<file path="config.mk">
export PLATFORM = sky130hd
export DESIGN_NAME = nibble_bus_reader_flat
export DESIGN_NICKNAME = d
export VERILOG_FILES = /design/src/rtl/nibble_bus_pkg.sv /design/src/rtl/nibble_bus_reader_if.sv /design/src/rtl/nibble_shift_capture.sv /design/src/rtl/nibble_bus_reader.sv /design/src/flat_wrapper.sv
export SDC_FILE = /design/constraint.sdc
export NUM_CORES = 1
export LEC_CHECK = 0
export BUFFER_PORTS_ARGS = -buffer_cell sky130_fd_sc_hd__buf_2
export CORE_MARGIN = 2
export CORE_UTILIZATION = 56
export DETAILED_ROUTE_END_ITERATION = 8
export GPL_TIMING_DRIVEN = 0
export PLACE_DENSITY = 0.79
export SLEW_MARGIN = 40
export SYNTH_ARGS = -nofsm -noshare
export SYNTH_HDL_FRONTEND = slang
export SYNTH_SLANG_ARGS = --single-unit
</file>
<file path="constraint.sdc">
create_clock -name clk -period 3.63 [get_ports clk]
set_clock_uncertainty 0.05 [all_clocks]
set_input_delay 0.363 -clock clk [delete_from_list [all_inputs] [get_ports clk]]
set_output_delay 0.363 -clock clk [all_outputs]
set_load 0.01 [all_outputs]
</file>
<file path="src/rtl/nibble_bus_pkg.sv">
// Shared types and defaults for the nibble bus reader slice.
package nibble_bus_pkg;

    typedef enum logic [2:0] {
        IDLE    = 3'd0,
        TURN    = 3'd1,
        SAMPLE  = 3'd2,
        RELEASE = 3'd3,
        HOLD    = 3'd4
    } rd_state_e;

    localparam int NIB_W_DEF    = 4;
    localparam int NUM_NIB_DEF  = 4;
    localparam int TURN_CYC_DEF = 1;

    // Both counters only ever need to reach 15 (NUM_NIB and TURN_CYC are capped at 16).
    localparam int CNT_W = 4;

endpackage

</file>
<file path="src/rtl/nibble_bus_reader_if.sv">
// Control, tristate-bus and valid/ready signals of one nibble bus reader.
interface nibble_bus_reader_if import nibble_bus_pkg::*; #(
    parameter int NIB_W   = NIB_W_DEF,
    parameter int NUM_NIB = NUM_NIB_DEF
) ();

    logic                     start;
    logic                     busy;
    logic                     bus_en;
    logic [NIB_W-1:0]         bus_y;
    logic [NIB_W*NUM_NIB-1:0] rd_data;
    logic                     rd_valid;
    logic                     rd_ready;

    modport master (
        input  start, bus_y, rd_ready,
        output busy, bus_en, rd_data, rd_valid
    );

    modport slave (
        output start, bus_y, rd_ready,
        input  busy, bus_en, rd_data, rd_valid
    );

endinterface

</file>
<file path="src/rtl/nibble_shift_capture.sv">
// Shadow word of NUM_NIB nibble slots; one slot written per enabled cycle at idx.
module nibble_shift_capture import nibble_bus_pkg::*; #(
    parameter int NIB_W   = NIB_W_DEF,
    parameter int NUM_NIB = NUM_NIB_DEF
) (
    input  logic                     clk,
    input  logic                     rst_n,
    input  logic                     clr,
    input  logic                     we,
    input  logic [CNT_W-1:0]         idx,
    input  logic [NIB_W-1:0]         din,
    output logic [NIB_W*NUM_NIB-1:0] word
);

    for (genvar k = 0; k < NUM_NIB; k++) begin : g_slot
        logic [NIB_W-1:0] q;

        always_ff @(posedge clk or negedge rst_n) begin
            if (!rst_n)
                q <= '0;
            else if (clr)
                q <= '0;
            else if (we && idx == CNT_W'(k))
                q <= din;
        end

        assign word[k*NIB_W +: NIB_W] = q;
    end

endmodule

</file>
<file path="src/rtl/nibble_bus_reader.sv">
// Receiving end of the shared tristate nibble bus: enable driver, wait turnaround,
// sample NUM_NIB nibbles LSB first, release the bus, then offer the word on valid/ready.
module nibble_bus_reader import nibble_bus_pkg::*; #(
    parameter int NIB_W    = NIB_W_DEF,
    parameter int NUM_NIB  = NUM_NIB_DEF,
    parameter int TURN_CYC = TURN_CYC_DEF
) (
    input  logic                 clk,
    input  logic                 rst_n,
    nibble_bus_reader_if.master  bus
);

    localparam int WORD_W = NIB_W * NUM_NIB;
    // TURN_LAST is meaningless when TURN_CYC=0; TURN is never entered then.
    localparam logic [CNT_W-1:0] TURN_LAST = CNT_W'(TURN_CYC - 1);
    localparam logic [CNT_W-1:0] NIB_LAST  = CNT_W'(NUM_NIB - 1);

    rd_state_e         state, state_nxt;
    logic [CNT_W-1:0]  turn_cnt, nib_cnt;
    logic [WORD_W-1:0] shadow, rd_data_q;
    logic              cap_clr, cap_we;

    always_ff @(posedge clk or negedge rst_n) begin
        if (!rst_n)
            state <= IDLE;
        else
            state <= state_nxt;
    end

    always_comb begin
        state_nxt = state;
        unique case (state)
            IDLE:    if (bus.start) state_nxt = (TURN_CYC == 0) ? SAMPLE : TURN;
            TURN:    if (turn_cnt == TURN_LAST) state_nxt = SAMPLE;
            SAMPLE:  if (nib_cnt == NIB_LAST) state_nxt = RELEASE;
            RELEASE: state_nxt = HOLD;
            HOLD:    if (bus.rd_ready) state_nxt = IDLE;
            default: state_nxt = IDLE;
        endcase
    end

    // Everything visible is a decode of the state register, so reset kills bus_en at once.
    always_comb begin
        bus.busy     = (state != IDLE);
        bus.bus_en   = (state == TURN) || (state == SAMPLE);
        bus.rd_valid = (state == HOLD);
        cap_clr      = (state == IDLE) && bus.start;
        cap_we       = (state == SAMPLE);
    end

    always_ff @(posedge clk or negedge rst_n) begin
        if (!rst_n) begin
            turn_cnt <= '0;
            nib_cnt  <= '0;
        end else begin
            unique case (state)
                IDLE: begin
                    turn_cnt <= '0;
                    nib_cnt  <= '0;
                end
                TURN:    turn_cnt <= turn_cnt + 1'b1;
                SAMPLE:  nib_cnt  <= nib_cnt + 1'b1;
                default: ;
            endcase
        end
    end

    nibble_shift_capture #(
        .NIB_W   (NIB_W),
        .NUM_NIB (NUM_NIB)
    ) u_cap (
        .clk   (clk),
        .rst_n (rst_n),
        .clr   (cap_clr),
        .we    (cap_we),
        .idx   (nib_cnt),
        .din   (bus.bus_y),
        .word  (shadow)
    );

    // Separate output register so rd_data holds the last word while the next one fills the shadow.
    always_ff @(posedge clk or negedge rst_n) begin
        if (!rst_n)
            rd_data_q <= '0;
        else if (state == RELEASE)
            rd_data_q <= shadow;
    end

    assign bus.rd_data = rd_data_q;

endmodule

</file>
<file path="src/flat_wrapper.sv">
// flat-port wrapper written by rule: the top's interface ports become plain ports
module nibble_bus_reader_flat import nibble_bus_pkg::*;
#(
    parameter int NIB_W    = NIB_W_DEF,
    parameter int NUM_NIB  = NUM_NIB_DEF,
    parameter int TURN_CYC = TURN_CYC_DEF
)
  (clk, rst_n, bus_start, bus_bus_y, bus_rd_ready, bus_busy, bus_bus_en, bus_rd_data, bus_rd_valid);
  nibble_bus_reader_if #(.NIB_W(NIB_W), .NUM_NIB(NUM_NIB)) bus_i ();
  input  logic clk;
  input  logic rst_n;
  input wire logic [$bits(bus_i.start)-1:0] bus_start;
  input wire logic [$bits(bus_i.bus_y)-1:0] bus_bus_y;
  input wire logic [$bits(bus_i.rd_ready)-1:0] bus_rd_ready;
  output wire logic [$bits(bus_i.busy)-1:0] bus_busy;
  output wire logic [$bits(bus_i.bus_en)-1:0] bus_bus_en;
  output wire logic [$bits(bus_i.rd_data)-1:0] bus_rd_data;
  output wire logic [$bits(bus_i.rd_valid)-1:0] bus_rd_valid;
  assign bus_i.start = bus_start;
  assign bus_i.bus_y = bus_bus_y;
  assign bus_i.rd_ready = bus_rd_ready;
  assign bus_busy = bus_i.busy;
  assign bus_bus_en = bus_i.bus_en;
  assign bus_rd_data = bus_i.rd_data;
  assign bus_rd_valid = bus_i.rd_valid;
  nibble_bus_reader #(.NIB_W(NIB_W), .NUM_NIB(NUM_NIB), .TURN_CYC(TURN_CYC)) u_core (.clk(clk), .rst_n(rst_n), .bus(bus_i));
endmodule
</file>
# After elaboration in Yosys (flattened, before gate mapping)
# Index checks and enable logic that the tools add are counted.
[word_totals]
ff_bits = 43
latch_bits = 0
ram_bits = 0
romBits = 0
word_cells = 53
mem_count = 0
[classes]
add_sub_neg = 2
n_mul = 0
div_mod_pow = 0
order_cmp = 0
eq_ne = 11
shift = 0
mux = 15
bitwise = 0
n_reduce_logical = 17
[ops]
columns = ["op", "n"]
rows = [
  ["$mux W4", 8],
  ["$pmux W4 S2", 2],
  ["$pmux W3 S5", 1],
  ["$mux W3", 4],
  ["$reduce_bool A2 Y1", 6],
  ["$add A4 B1 Y4 const B", 2],
  ["$eq A4 B2 Y1 const B", 2],
  ["$logic_not A4 Y1", 2],
  ["$eq A3 B2 Y1 const B", 2],
  ["$logic_and A1 B1 Y1", 5],
  ["$eq A4 B1 Y1 const B", 1],
  ["$ne A2 B1 Y1 const B", 2],
  ["$ne A2 B2 Y1 const B", 2],
  ["$reduce_and A4 Y1", 1],
  ["$eq A3 B1 Y1 const B", 1],
  ["$eq A3 B3 Y1 const B", 1],
  ["$logic_not A3 Y1", 1],
  ["$reduce_bool A3 Y1", 1],
  ["$logic_or A1 B1 Y1", 1],
]

# Longest topological paths before layout
# Gate-level depths: netlist (run 1).
[logic_depth]
word_depth = 4
ltp_mapped = 5
ltp_nobuf = 5

# Hierarchy
# Synthesis (run 1) repeated with hierarchy kept, for this count alone.
[hier_totals]
hier_cells = 164
hier_area_um2 = 2048.2
[modules_own_cells]
columns = ["mod", "n_inst", "cells_each", "area_each_um2"]
rows = [
  ["nibble_bus_reader", 1, 101, 1281.2],
  ["nibble_shift_capture", 1, 63, 767.0],
]

# Least setup slack after synthesis (run 1)
# Ideal clock, no wire load.
[synth_path]
path_type = "reg2reg"
startpoint = "register u_core.state[0]"
endpoint = "register u_core.u_cap.g_slot[0].q[0]"
setup_time_ps = 79
arrival_time_ps = 1457
setup_slack_ps = 2044
stages_incl_launch_ff = 5
path_cell_list = "dfrtp_1 > buf_6 > or3b_4 > nor4b_4 > mux2i_1"
[synth_via]
elab_chain_cells = 3
[synth_rtl]
columns = ["element", "line", "source"]
rows = [
  ["from (decl)", "nibble_bus_reader.sv:18", "rd_state_e state, state_nxt;"],
  ["from (signal assigned)", "nibble_bus_reader.sv:27", "state <= state_nxt;"],
  ["$eq A3 B2 Y1 or $logic_not A3 Y1 (tied branches)", "nibble_bus_reader.sv:48, nibble_bus_reader.sv:47", ""],
  ["$logic_and A1 B1 Y1 (on tied branches)", "nibble_shift_capture.sv:23, nibble_bus_reader.sv:47", ""],
  ["$reduce_bool A2 Y1 (no source line) or $mux W4 (tied branches)", "n/a", ""],
  ["to (signal assigned)", "nibble_shift_capture.sv:24", "q <= din;"],
  ["to (decl)", "nibble_shift_capture.sv:16", "logic [NIB_W-1:0] q;"],
]
# Parallel ways exist; a longest one is shown, timed or not.
# A chain may end at the register's enable or synchronous reset.

# Worst setup path in the final report (run 1)
[layout_path]
startpoint = "register u_core.state[2]"
endpoint = "output bus_rd_valid"
[layout_via]
elab_chain_cells = 1
[layout_rtl]
columns = ["element", "line", "source"]
rows = [
  ["$eq A3 B3 Y1", "nibble_bus_reader.sv:46", "bus.rd_valid = (state == HOLD);"],
  ["to (decl)", "flat_wrapper.sv:18", "output wire logic [$bits(bus_i.rd_valid)-1:0] bus_rd_valid;"],
]
# Every way passes these cells.

==> flow_metrics.env, run 1 <==
export IMPL_reg2reg_to="u_core.bus.rd_data[6]"
export IMPL_die_h_um=64.0
export IMPL_finalWirelength_um=4090
export IMPL_fin_hold_ws_ns=0.123
export IMPL_numCtsBuffers=5
export IMPL_cp_startpoint="u_core.state[2]"
export IMPL_crit_fanout=10
export IMPL_drv_slew=0
export IMPL_track_usage_pct=23.2
export IMPL_timing_rr_start="u_core.state[2]"
export IMPL_rows=21
export IMPL_grt_pass1_wl_um=7190
export IMPL_leakagePower_nw=1.20
export IMPL_critPathKind="reg2out"
export IMPL_final_area_um2=2300
export IMPL_reg2reg_depth=4
export IMPL_drive_gt1_share_pct=28.1
export IMPL_cts_tree="done"
export IMPL_maxCapViolCount=0
export IMPL_rsz0062_at_grt="false"
export IMPL_finalSetupViolCount=0
export IMPL_final_cell_mix="dfrtp_1 (43), buf_2 (28), nand2_1 (23)"
export IMPL_grt_max_degree=44
export IMPL_hold_path_class="in2reg"
export IMPL_drtIter0Drc=49
export IMPL_cts_max_level=2
export IMPL_numClockSinks=43
export IMPL_diodes=0
export IMPL_antenna_found_initial=0
export IMPL_synth_nets=196
export IMPL_clk_pin_slew_ns=0.12
export IMPL_port_buffers=26
export IMPL_first_pass_iters=4
export IMPL_insertion_delay_ns=0.36
export IMPL_finalSetupTns_ns=0
export IMPL_synth_distinct_cells=33
export IMPL_die_x_um=64.0
export IMPL_synth_avg_cell_area_um2=11.1
export IMPL_powerDensity_nw_per_um2=725
export IMPL_coreArea_um2=3390
export IMPL_globalplace_congestion=0.831
export IMPL_setup_ws_ns=1.44
export IMPL_via_per_inst=5.64
export IMPL_dpl_cell_area_um2=2210
export IMPL_wl_per_cell_um=15.6
export IMPL_hpwl_um=3080
export IMPL_fin_crit_ns=2.19
export IMPL_netlist_instances=182
export IMPL_required_ns=3.22
export IMPL_yosysSeqAreaShare_pct=53.3
export IMPL_worstMarginPinSlew_ns=0.528
export IMPL_cts_resized=0
export IMPL_syn_area_um2=2020
export IMPL_clk_path_buf_depth=2
export IMPL_outcome="finished, final reports clean"
export IMPL_drcViolationCount=0
export IMPL_synth_seq_cells=43
export IMPL_slew_headroom_pct=64.3
export IMPL_grt_pass1_vias=1539
export IMPL_critical_path_endpoint="bus_rd_valid"
export IMPL_crit_path_end_kind="output port"
export IMPL_nets=230
export IMPL_via_count=1483
export IMPL_start_kind="flop"
export IMPL_maxClockFrequency_ghz=0.458
export IMPL_reg2reg_slack_ns=1.73
export IMPL_finalCritPeriodShare_pct=60.2
export IMPL_ir_drop_v=0.000400
export IMPL_syn_to_final_growth_pct=14.0
export IMPL_hold_viol=0
export IMPL_antenna_left=0
export IMPL_ios=27
export IMPL_initial_core_util_pct=59.5
export IMPL_yosysWarnings=0
export IMPL_mostFrequentLayoutCell="dfrtp_1"
export IMPL_arrival_ns=1.77
export IMPL_overflow=0
export IMPL_cts_root_buffer="clkbuf_4"
export IMPL_place_ws_ns=1.72
export IMPL_design_die_area_um2=4100
==> registers in the layout, summed over array words and instances (netlist names) <==
signal and flops:
u_core.bus.rd_data 16, u_core.u_cap.g_slot.q 16, u_core.state 3, u_core.nib_cnt 4, u_core.turn_cnt 4
==> what timing repair did <==
action	4_1_cts	5_1_grt
hold buffers	1	0
buffers inserted	0	0
endpoints found under the hold margin	43	0
==> Yosys cell counts <==
cell type | n | area share (%)
mux2i_1 | 5 | 2.5
buf_2 | 3 | 0.74
xor2_1 | 1 | 0.43
buf_6 | 1 | 0.56
nor4b_4 | 1 | 1.2
a21boi_0 | 1 | 0.37
nand3_1 | 17 | 4.2
or3b_4 | 1 | 0.56
nor2_1 | 2 | 0.37
or3_1 | 1 | 0.31
o211ai_1 | 12 | 4.5
buf_4 | 1 | 0.37
nor3b_1 | 2 | 0.74
o311ai_0 | 1 | 0.43
nand2_1 | 23 | 4.3
nand3b_1 | 1 | 0.37
mux2_2 | 17 | 9.5
o21ai_0 | 9 | 2.2
and2_1 | 1 | 0.31
nand2b_1 | 5 | 1.6
inv_1 | 9 | 1.7
a21oi_1 | 2 | 0.50
or2_2 | 1 | 0.31
nor3_1 | 2 | 0.50
a22o_1 | 1 | 0.43
clkbuf_2 | 1 | 0.25
ha_1 | 6 | 3.7
nor4b_1 | 1 | 0.43
clkbuf_1 | 5 | 0.93
or4b_2 | 1 | 0.50
or4b_1 | 2 | 0.99
dfrtp_1 | 43 | 53
nor2b_1 | 3 | 0.93
==> cell families after synthesis <==
family / after synthesis / synth area share (%)
DFF: 43 / 53.3
xor gates and xnor gates: 1 / 0.434
adders and majority gates: 6 / 3.72
buffers and inverters: 20 / 4.53
AOI/OAI and AO/OA: 26 / 8.44
muxes: 22 / 12.0
and+or+nand+nor: 64 / 17.6
==> routing by layer <==
| metal | up-vias | routed length, um | global-route usage (%) |
|---|---|---|---|
| li1 | 700 | - | - |
| met1 | 734 | 1690 | 28.8 |
| met2 | 43 | 2190 | 39.6 |
| met3 | 6 | 156 | 4.05 |
| met4 | 0 | 59 | 10.1 |
| met5 | - | 0 | 0 |
==> worst min path at each step <==
stage                          startpoint               endpoint  slack (ns)  cells after the start
floorplan                           rst_n  u_core.bus.rd_data[0]        0.02                      0
global placement    u_core.bus.rd_data[0]  u_core.bus.rd_data[0]        0.43                      1
detailed placement                  rst_n  u_core.bus.rd_data[2]        0.33                      1
CTS                          bus_rd_ready        u_core.state[2]        0.12                      2
global route                 bus_rd_ready        u_core.state[2]        0.11                      2
finish                       bus_rd_ready        u_core.state[2]        0.12                      2
==> critical path: stages, from the launching register on <==
cell and delay [ns]:
dfrtp_1 0.38, clkbuf_1 0.32, clkbuf_1 0.39, nand2_1 0.13, inv_1 0.07, buf_2 0.12
==> per-stage QoR <==
step | power [mW] | instances | util [%]
2_1_floorplan | 1.16 | 182 | -
3_3_place_gp | 1.32 | 254 | 65.0
3_5_place_dp | 1.37 | 254 | 65.1
4_1_cts | 1.68 | 263 | 67.8
5_1_grt | 1.79 | 263 | 67.8
6_report | 1.67 | 263 | 67.8
==> where the power goes <==
group	leakage, nW	switching, mW	total (mW)	internal (mW)
Clock	0.0452	0.161	0.306	0.145
Combinational	0.572	0.378	0.663	0.285
Sequential	0.586	0.0856	0.698	0.612
Total	1.20	0.624	1.67	1.04
==> layout make-up <==
class | instances | area (um^2)
multi-input combinational | 119 | 850
clock buffer | 5 | 37.5
fill | 283 | 1090
sequential | 43 | 1080
tap | 46 | 57.6
timing repair buffer | 27 | 143
buffer | 11 | 57.6
clock inverter | 3 | 43.8
inverter | 9 | 33.8
No activity file was read; power rests on OpenSTA's default activity.
==> run 2: changes to the inputs <==
--- a/config.mk
+++ b/config.mk
@@ -7,10 +7,10 @@
 export LEC_CHECK = 0
 export BUFFER_PORTS_ARGS = -buffer_cell sky130_fd_sc_hd__buf_2
 export CORE_MARGIN = 2
-export CORE_UTILIZATION = 56
+export CORE_UTILIZATION = 51
 export DETAILED_ROUTE_END_ITERATION = 8
 export GPL_TIMING_DRIVEN = 0
-export PLACE_DENSITY = 0.79
+export PLACE_DENSITY = 0.76
 export SLEW_MARGIN = 40
 export SYNTH_ARGS = -nofsm -noshare
 export SYNTH_HDL_FRONTEND = slang
==> constraint.sdc (replaced) <==
create_clock -name clk -period 1.8 [get_ports clk]
set_clock_uncertainty 0.05 [all_clocks]
set_input_delay 0.18 -clock clk [delete_from_list [all_inputs] [get_ports clk]]
set_output_delay 0.18 -clock clk [all_outputs]
set_load 0.01 [all_outputs]
==> run 2 against run 1 <==
First-iteration DRC count rose by 140%. Core utilization decreased by 5.1 points. Combinational power is 110% higher. Hold slack got worse by 0.10 ns. Critical path depth unchanged. Non-clock buffer count grew 3. Global-route usage down 3.1 points. Sequential power grew 100%. Die area rose by 9.2%. Clock power rose by 95%. Final cell count increased by 1.5%. Register-to-register slack got worse by 1.7 ns. Largest cell class unchanged. Largest power group unchanged.
==> flow_metrics.env, run 2 (synthesized netlist as in run 1, its figures left out) <==
export IMPL_dp_cells=256
export IMPL_finalWirelength_um=3720
export IMPL_powerDensity_nw_per_um2=1440
export IMPL_ios=27
export IMPL_place_ws_ns=-0.0892
export IMPL_die_h_um=66.9
export IMPL_numClockSinks=43
export IMPL_path_cells="buf_6 -> or3b_4 -> nor4b_4 -> buf_4 -> mux2i_1"
export IMPL_hold_path_class="in2reg"
export IMPL_drtIter0Drc=116
export IMPL_hold_end="u_core.state[2]"
export IMPL_holdCritStartpoint="bus_rd_ready"
export IMPL_diodes=0
export IMPL_slew_headroom_pct=65.3
export IMPL_track_usage_pct=20.0
export IMPL_cp_top_family="simple AND/OR/NAND/NOR gates"
export IMPL_fill_cells=338
export IMPL_crit_fanout=10
export IMPL_syn_to_final_growth_pct=16.4
export IMPL_cts_root_buffer="clkbuf_8"
export IMPL_fin_crit_ns=1.73
export IMPL_worst_path_buf_inv=2
export IMPL_slowest_delay_ns=0.41
export IMPL_globalplace_congestion=0.840
export IMPL_mostFrequentLayoutCell="dfrtp_1"
export IMPL_antenna_left=0
export IMPL_outcome="finished, final reports clean"
export IMPL_via_per_inst=5.44
export IMPL_arrival_ns=1.89
export IMPL_final_area_um2=2350
export IMPL_overflow=0
export IMPL_drv_slew=0
export IMPL_finalSetupViolCount=0
export IMPL_crit_path_end_kind="flop"
export IMPL_grt_pass1_vias=1435
export IMPL_die_x_um=66.9
export IMPL_wl_per_cell_um=13.9
export IMPL_worstMarginPinSlew_ns=0.521
export IMPL_grt_pass1_wl_um=6550
export IMPL_start_kind="flop"
export IMPL_finalCritPeriodShare_pct=96.0
export IMPL_maxClockFrequency_ghz=0.579
export IMPL_maxCapViolCount=0
export IMPL_design_die_area_um2=4470
export IMPL_reg2reg_to="u_core.u_cap.g_slot[0].q[0]"
export IMPL_multi_input_area_um2=860
export IMPL_hpwl_um=2670
export IMPL_required_ns=1.96
export IMPL_clk_path_buf_depth=2
export IMPL_leakagePower_nw=1.24
export IMPL_slowest_stage="dfrtp_1"
export IMPL_port_buffers=26
export IMPL_first_pass_iters=4
export IMPL_nets=233
export IMPL_timing_rr_start="u_core.state[0]"
export IMPL_initial_core_util_pct=53.9
export IMPL_numCtsBuffers=5
export IMPL_reg2reg_depth=5
export IMPL_ir_drop_v=0.000944
export IMPL_drcViolationCount=0
export IMPL_register_area_um2=1080
export IMPL_reg2reg_slack_ns=0.07
export IMPL_rows=22
export IMPL_setup_ws_ns=0.0715
export IMPL_dpl_cell_area_um2=2210
export IMPL_clk_pin_slew_ns=0.07
export IMPL_final_cell_count_no_fill=267
export IMPL_coreArea_um2=3740
export IMPL_cts_tree="done"
export IMPL_antenna_found_initial=0
export IMPL_grt_max_degree=44
export IMPL_hold_viol=0
export IMPL_critPathKind="reg2reg"
export IMPL_hold_depth=2
export IMPL_drive_gt1_share_pct=31.5
export IMPL_insertion_delay_ns=0.29
export IMPL_via_count=1453
export IMPL_cts_max_level=2
export IMPL_final_cell_mix="dfrtp_1 (43), buf_2 (28), nand2_1 (23)"
## run 2: changes by cell type in the layout (fill, tap and decap cells not counted), moves of 3 or more
cell	delta
buf_4	+4
clkbuf_4	-5
clkbuf_1	-4
clkbuf_8	+6
clkbuf_2	+3
## run 2: final cells by class
| cell class | instances | area share (%) |
|---|---|---|
| buffer | 10 | 2.45 |
| clock buffer | 6 | 3.52 |
| clock inverter | 1 | 0.213 |
| inverter | 9 | 1.44 |
| multi-input combinational | 119 | 36.6 |
| sequential | 43 | 45.8 |
| tap | 48 | 2.56 |
| timing repair buffer | 31 | 7.36 |
## run 2: worst max path at each step
stage,from,endpoint,cells after the start
2_1_floorplan,u_core.state[0],u_core.u_cap.g_slot[0].q[0],4
3_3_place_gp,u_core.state[2],u_core.bus.rd_data[11],4
3_5_place_dp,u_core.state[2],u_core.bus.rd_data[14],4
4_1_cts,u_core.state[0],bus_bus_en,5
5_1_grt,u_core.state[0],u_core.u_cap.g_slot[0].q[2],5
6_report,u_core.state[0],u_core.u_cap.g_slot[0].q[0],5
## run 2: where the power goes
part           switching, mW  internal (mW)  total (mW)  leakage, nW
logic                  0.743          0.628        1.37        0.605
registers              0.167           1.24        1.40        0.586
clock network          0.296          0.301       0.597       0.0470
total                   1.21           2.17        3.37         1.24
## run 2: per-layer routing
metal  routed length, um  global-route usage, %  share of wire (%)  vias up
met5                   0                      0                  0        -
met4                  54                   8.67                1.5        0
met3                 144                   4.73                3.9        7
met2                1730                   31.5                 47       30
met1                1790                   26.3                 48      705
li1                    -                      -                  -      711
## run 2: timing repair
action                                  4_1_cts  5_1_grt
endpoints found under the setup margin       11       18
hold buffers                                  1        0
gates resized for setup                       1        6
endpoints found under the hold margin        43        0
pin swaps                                     0        1
setup buffers                                 1        3
## run 2: stage by stage
| stage | utilization [%] | power (mW) | TNS, ns | hold WS [ns] |
|---|---|---|---|---|
| after floorplan | - | 2.34 | 0 | -0.166 |
| after global placement | 59.0 | 2.69 | -0.580 | 0.315 |
| after detailed placement | 59.0 | 2.73 | -0.745 | 0.144 |
| after CTS | 61.9 | 3.35 | 0 | 0.0112 |
| after global routing | 62.7 | 3.67 | -0.00932 | 0.0274 |
| final | 62.7 | 3.37 | 0 | 0.0193 |
